**config.mk**
```make
export PLATFORM = sky130hd
export DESIGN_NAME = frame_readout_seq_flat
export DESIGN_NICKNAME = d
export VERILOG_FILES = /design/src/rtl/frame_readout_seq_if.sv /design/src/rtl/frame_readout_seq.sv /design/src/flat_wrapper.sv
export SDC_FILE = /design/constraint.sdc
export NUM_CORES = 2
export LEC_CHECK = 0
export CAP_MARGIN = 40
export CORE_ASPECT_RATIO = 0.75
export CORE_MARGIN = 5
export CORE_UTILIZATION = 40
export CTS_CLUSTER_DIAMETER = 50
export DETAILED_ROUTE_END_ITERATION = 8
export GPL_ROUTABILITY_DRIVEN = 0
export PLACE_DENSITY = 0.7
export SYNTH_ARGS = -nofsm -noshare
export SYNTH_HDL_FRONTEND = slang
export SYNTH_SLANG_ARGS = --single-unit
export TNS_END_PERCENT = 1
```
**constraint.sdc**
```tcl
create_clock -name clk50 -period 23.3 [get_ports clk50]
set_input_delay 2.33 -clock clk50 [delete_from_list [all_inputs] [get_ports clk50]]
set_output_delay 2.33 -clock clk50 [all_outputs]
set_load 0.01 [all_outputs]
```
**src/rtl/frame_readout_seq_if.sv**
```systemverilog
// Frame readout bus between the word builder, the sequencer and the transmitter.
// The sequencer is the slave; the surrounding logic drives it as master.
interface frame_readout_seq_if #(
   parameter int WORD_W    = 10,
   parameter int NUM_WORDS = 53,
   parameter int IDX_W     = 7
);
   logic                        arm;
   logic                        abort;
   logic                        increment;
   logic                        clr_rdout;
   logic [NUM_WORDS*WORD_W-1:0] words_in;
   logic [WORD_W-1:0]           word_out;
   logic [IDX_W-1:0]            word_idx;
   logic                        busy;
   logic                        rdout_done;
   logic                        underrun;
   logic [7:0]                  frame_cnt;

   modport master (
      output arm, abort, increment, clr_rdout, words_in,
      input  word_out, word_idx, busy, rdout_done, underrun, frame_cnt
   );

   modport slave (
      input  arm, abort, increment, clr_rdout, words_in,
      output word_out, word_idx, busy, rdout_done, underrun, frame_cnt
   );
endinterface

```
**src/rtl/frame_readout_seq.sv**
```systemverilog
// Frame serializer: snapshots a frame on arm and steps HEADER, data words,
// TRAILER out on each rising edge of the asynchronous increment strobe.
module frame_readout_seq #(
   parameter int              WORD_W      = 10,
   parameter int              NUM_WORDS   = 53,
   parameter int              IDX_W       = 7,
   parameter logic [WORD_W-1:0] HEADER    = 'h234,
   parameter logic [WORD_W-1:0] TRAILER   = 'h0BF,
   parameter int              SYNC_STAGES = 2
) (
   input logic                 clk50,
   input logic                 rst,
   frame_readout_seq_if.slave  bus
);

   typedef enum logic {IDLE, SEND} state_t;

   state_t                  state_q;
   logic [SYNC_STAGES-1:0]  sync_q;
   logic                    edge_q;
   logic                    sync_out;
   logic                    step;
   logic [WORD_W-1:0]       buf_q [NUM_WORDS];
   logic [WORD_W-1:0]       rd_word;
   logic [WORD_W-1:0]       word_q;
   logic [IDX_W-1:0]        idx_q;
   logic                    busy_q;
   logic                    done_q;
   logic                    under_q;
   logic [7:0]              cnt_q;
   logic                    load;
   logic                    last;

   assign sync_out = sync_q[SYNC_STAGES-1];
   assign step     = sync_out & ~edge_q;
   assign load     = (state_q == IDLE) & bus.arm & ~bus.abort;
   assign last     = (idx_q == IDX_W'(NUM_WORDS));

   // Synchronise increment and keep the last synced level for edge detect.
   always_ff @(posedge clk50 or posedge rst) begin
      if (rst) begin
         sync_q <= '0;
         edge_q <= 1'b0;
      end else begin
         sync_q <= {sync_q[SYNC_STAGES-2:0], bus.increment};
         edge_q <= sync_out;
      end
   end

   // Frame buffer: captured once per frame so later words_in changes are ignored.
   always_ff @(posedge clk50 or posedge rst) begin
      if (rst) begin
         for (int k = 0; k < NUM_WORDS; k++) begin
            buf_q[k] <= '0;
         end
      end else if (load) begin
         for (int k = 0; k < NUM_WORDS; k++) begin
            buf_q[k] <= bus.words_in[k*WORD_W +: WORD_W];
         end
      end
   end

   // Select the buffered word addressed by the delivered-word count.
   always_comb begin
      rd_word = '0;
      for (int k = 0; k < NUM_WORDS; k++) begin
         if (idx_q == IDX_W'(k)) begin
            rd_word = buf_q[k];
         end
      end
   end

   // Sequencer: abort has priority, then arm/step handling per state.
   always_ff @(posedge clk50 or posedge rst) begin
      if (rst) begin
         state_q <= IDLE;
         word_q  <= HEADER;
         idx_q   <= '0;
         busy_q  <= 1'b0;
         done_q  <= 1'b0;
         under_q <= 1'b0;
         cnt_q   <= 8'd0;
      end else begin
         // Clear first so a same-cycle set below overrides it.
         if (bus.clr_rdout) begin
            done_q  <= 1'b0;
            under_q <= 1'b0;
         end
         if (bus.abort) begin
            state_q <= IDLE;
            word_q  <= HEADER;
            idx_q   <= '0;
            busy_q  <= 1'b0;
         end else begin
            unique case (state_q)
               IDLE: begin
                  if (bus.arm) begin
                     state_q <= SEND;
                     word_q  <= HEADER;
                     idx_q   <= '0;
                     busy_q  <= 1'b1;
                     done_q  <= 1'b0;
                  end else if (step) begin
                     under_q <= 1'b1;
                  end
               end
               SEND: begin
                  if (step) begin
                     if (last) begin
                        state_q <= IDLE;
                        word_q  <= TRAILER;
                        idx_q   <= '0;
                        busy_q  <= 1'b0;
                        done_q  <= 1'b1;
                        cnt_q   <= cnt_q + 8'd1;
                     end else begin
                        word_q  <= rd_word;
                        idx_q   <= idx_q + IDX_W'(1);
                     end
                  end
               end
               default: begin
                  state_q <= IDLE;
               end
            endcase
         end
      end
   end

   assign bus.word_out   = word_q;
   assign bus.word_idx   = idx_q;
   assign bus.busy       = busy_q;
   assign bus.rdout_done = done_q;
   assign bus.underrun   = under_q;
   assign bus.frame_cnt  = cnt_q;

endmodule

```
**src/flat_wrapper.sv**
```systemverilog
// flat-port wrapper written by rule: the top's interface ports become plain ports
module frame_readout_seq_flat 
#(
   parameter int              WORD_W      = 10,
   parameter int              NUM_WORDS   = 53,
   parameter int              IDX_W       = 7,
   parameter logic [WORD_W-1:0] HEADER    = 'h234,
   parameter logic [WORD_W-1:0] TRAILER   = 'h0BF,
   parameter int              SYNC_STAGES = 2
)
  (clk50, rst, bus_arm, bus_abort, bus_increment, bus_clr_rdout, bus_words_in, bus_word_out, bus_word_idx, bus_busy, bus_rdout_done, bus_underrun, bus_frame_cnt);
  frame_readout_seq_if #(.WORD_W(WORD_W), .NUM_WORDS(NUM_WORDS), .IDX_W(IDX_W)) bus_i ();
  input logic clk50;
  input logic rst;
  input wire logic [$bits(bus_i.arm)-1:0] bus_arm;
  input wire logic [$bits(bus_i.abort)-1:0] bus_abort;
  input wire logic [$bits(bus_i.increment)-1:0] bus_increment;
  input wire logic [$bits(bus_i.clr_rdout)-1:0] bus_clr_rdout;
  input wire logic [$bits(bus_i.words_in)-1:0] bus_words_in;
  output wire logic [$bits(bus_i.word_out)-1:0] bus_word_out;
  output wire logic [$bits(bus_i.word_idx)-1:0] bus_word_idx;
  output wire logic [$bits(bus_i.busy)-1:0] bus_busy;
  output wire logic [$bits(bus_i.rdout_done)-1:0] bus_rdout_done;
  output wire logic [$bits(bus_i.underrun)-1:0] bus_underrun;
  output wire logic [$bits(bus_i.frame_cnt)-1:0] bus_frame_cnt;
  assign bus_i.arm = bus_arm;
  assign bus_i.abort = bus_abort;
  assign bus_i.increment = bus_increment;
  assign bus_i.clr_rdout = bus_clr_rdout;
  assign bus_i.words_in = bus_words_in;
  assign bus_word_out = bus_i.word_out;
  assign bus_word_idx = bus_i.word_idx;
  assign bus_busy = bus_i.busy;
  assign bus_rdout_done = bus_i.rdout_done;
  assign bus_underrun = bus_i.underrun;
  assign bus_frame_cnt = bus_i.frame_cnt;
  frame_readout_seq #(.WORD_W(WORD_W), .NUM_WORDS(NUM_WORDS), .IDX_W(IDX_W), .HEADER(HEADER), .TRAILER(TRAILER), .SYNC_STAGES(SYNC_STAGES)) u_core (.clk50(clk50), .rst(rst), .bus(bus_i));
endmodule
```
==> impl_results.md <==
- Slew Limit Fails: 0
- Die Wd: 308 um
- Gate Count Post-Synth: roughly 2300
- RSZ-0062 raised after global routing: false
- Static leakage: approximately 0.014 uW
- Port bufs: between 500 and 600
- Crit Reg-Reg Startpoint: u_core.bus.word_idx[1]
- Post-synthesis sequential area ratio: 52.8%
- Post-synth cell types: 84
- Synthesized area: 26600 um2
- Most numerous cell on the critical path: buf_4
- Worst skew pair latency: 620 ps
- Most frequent cell after synthesis: dfrtp_1
- CP delay by family, top: buffers and inverters
- Core Area: 65600 um2
- Initial DRT Pass Iterations: 6
- Post-route setup slack: 17490 ps
- Sum Neg Setup Slack: 0 ps
- Synth area leader: dfrtp_1
- Commonest cells post-synth: 558 x dfrtp_1, 528 x mux2_2, 163 x nand2_1
- EDFF count, synth: 0
- Crit. End Element: flop
- Tot Pwr: 2650 uW
- Clk_skew: 18.6 ps
- Final nets: 3340
- CP required: 23790 ps
- Hpwl dp: 81600 um
- Share of the synthesized area in the top cell type: 52.4%
- Via-to-Cell Ratio: 6.11
- H-tree depth: 2
- Vias in the first global route: 23100
- Setup Crit Path Kind: in -> reg
- DR WL/cell: around 28 um
- Final hold viol count: 0
- CP startpoint kind: input pin
- Filler Cell Count: roughly 5500
- Net count after synthesis: 2791
- # Max-Cap Violations: 0
- Register bit total from synthesis: 562
- CP Max Fanout: 75
- Final period utilization: 24.9%
- CP bufs+invs: 8
- Register area: 14100 um2
- Slew headroom: 36.8%
- Largest net degree at the start of global routing: 168
- CTS sink count: 562
- Root Buffer: clkbuf_16
- Via Count: between 20000 and 25000
- Share of cells above drive strength 1: about a quarter
- Total I/O pin count: ~560
- Hold_sp: u_core.sync_q[0]
- Crit path DAT: 6290 ps
- # setup viols final: 0
- Total global-route track usage: 28.2%
- Hold_buf cts: 0
- ANT nets after route: 0
- Min-Delay Path Class: reg -> reg
- Worst slack, placed: roughly 17000 ps
- Critical path launch point: bus_abort
- Initial antenna violation count: 6
- CTS resizes: 0
- Die area: 71900 um2
- Power per cell area: 74.7 nW/um2
- CP max stage cell: buf_4
- DRT iter0 DRCs: roughly 2700
- First-pass GRT wire length: 152000 um
- Tmin final: 5810 ps
- YS warnings: 0
- Total clock buffers created by CTS: 59
- Initial Util: between 40% and 50%
- Die H: about 230 um
- Fmax: 172 MHz
- Async set-or-reset flop fraction in the synthesized netlist: 100%
- Area contributors post-synth: dfrtp_1 52%, mux2_2 22%, nand2_1 2.3%, nor2_1 1.8%, a21oi_1 1.5%
- Post-Route WL: 106000 um
- Number of remaining DRC errors: 0
- Slew @ Worst Pin: 941 ps
- Status: finished clean
- CTS tree: done
- Post-synth top flop: dfrtp_1
- Maximum clock insertion buffer count: 3
- Remaining global-route overflow: 0
- Area grow syn2layout: 33.3%
- Setup repair bufs after CTS: 0
- CP peak stage delay: 620 ps
- Row count: 81
- Clock slew at reported path FFs: 60 ps
- Crit-path cells: clkdlybuf4s50_1 > nor3b_2 > buf_4 > buf_16 > buf_4 > buf_4 > buf_16 > buf_4 > buf_16 > mux2_2
- Average size of a mapped cell: 11.8 um2
- Area of the multi-input gates: 12000 um2
- Worst vdd ir: 0.0604 mV
==> state kept, by name, summed over array words and instances (netlist names) <==
signal,flops
u_core.bus.rdout_done,1
u_core.bus.underrun,1
u_core.bus.frame_cnt,8
u_core.edge_q,1
u_core.sync_q,2
u_core.bus.word_idx,7
u_core.bus.busy,1
u_core.buf_q,530
u_core.state_q,1
u_core.bus.word_out,10
==> layer usage <==
layer  share of wire, %  global-route usage (%)
met1                 42                    39.9
met2                 44                    42.9
met3                 10                    6.58
met4                3.7                    9.47
met5              0.014                       0
==> power by group <==
group          internal (uW)  switching (uW)  total [uW]
registers               1160             116        1270
clock network            563             412         975
logic                    249             151         400
==> path summary, 6_finish.rpt <==
check                                         endpoint  slack [ps]  depth (start not counted)
worst max register to register  u_core.bus.word_out[7]       18600                         11
worst min register to register        u_core.sync_q[1]         350                          0
max in group asynchronous            u_core.buf_q[103]       18890                          5
min in group asynchronous            u_core.buf_q[375]        2220                          2
worst max-delay path                 u_core.buf_q[277]       17490                         10
worst min-delay path                  u_core.sync_q[1]         350                          0
==> through the flow <==
step           hold slack (ps)  cell area [um2]  cells  util, %
2_1_floorplan              331            26600   2250        -
3_3_place_gp               336            33200   3592     50.6
6_report                   349            35500   3723     54.1
4_1_cts                    349            35400   3717     54.1
3_5_place_dp               335            33500   3608     51.0
5_1_grt                    371            35500   3721     54.1
==> final cells by class <==
| cell class | count | area share, % |
|---|---|---|
| well taps | 871 | 3.07 |
| diodes | 5 | 0.0353 |
| repair buffers | 626 | 17.7 |
| inverters | 13 | 0.159 |
| clock inverters | 24 | 0.836 |
| multi-input cells | 1537 | 33.8 |
| clock buffers | 85 | 4.77 |
| flip-flops and latches | 562 | 39.6 |
==> kinds of logic after synthesis <==
family	synth area share [%]
AO/OA/AOI/OAI	12.5
multiplexers	22.4
XOR/XNOR	0.230
flip-flops	52.8
adder cells (fa/ha/maj)	0.235
AND/OR/NAND/NOR	9.63
buffers and inverters	2.25
==> cell usage in the layout, fill, tap and decap left out, types with 13 or more instances in the layout <==
cell             netlist  final
o21ai_0               78     78
nand4_1               16     16
nand2_1              163    163
o22ai_1               39     39
o211ai_1              17     17
buf_4                  4     47
clkbuf_16              0     59
nand3_1               54     54
nor4_1                13     13
mux2_2               528    528
o221ai_1              20     20
clkdlybuf4s50_1        0    563
a21oi_1               82     82
dfrtp_1              558    558
clkbuf_1             108     14
a31oi_1               17     17
a211oi_1              20     20
nor2_1               128    128
nor3_1                58     58
a221oi_1              41     41
a22oi_1               26     26
No activity file was read; power rests on OpenSTA's default activity.
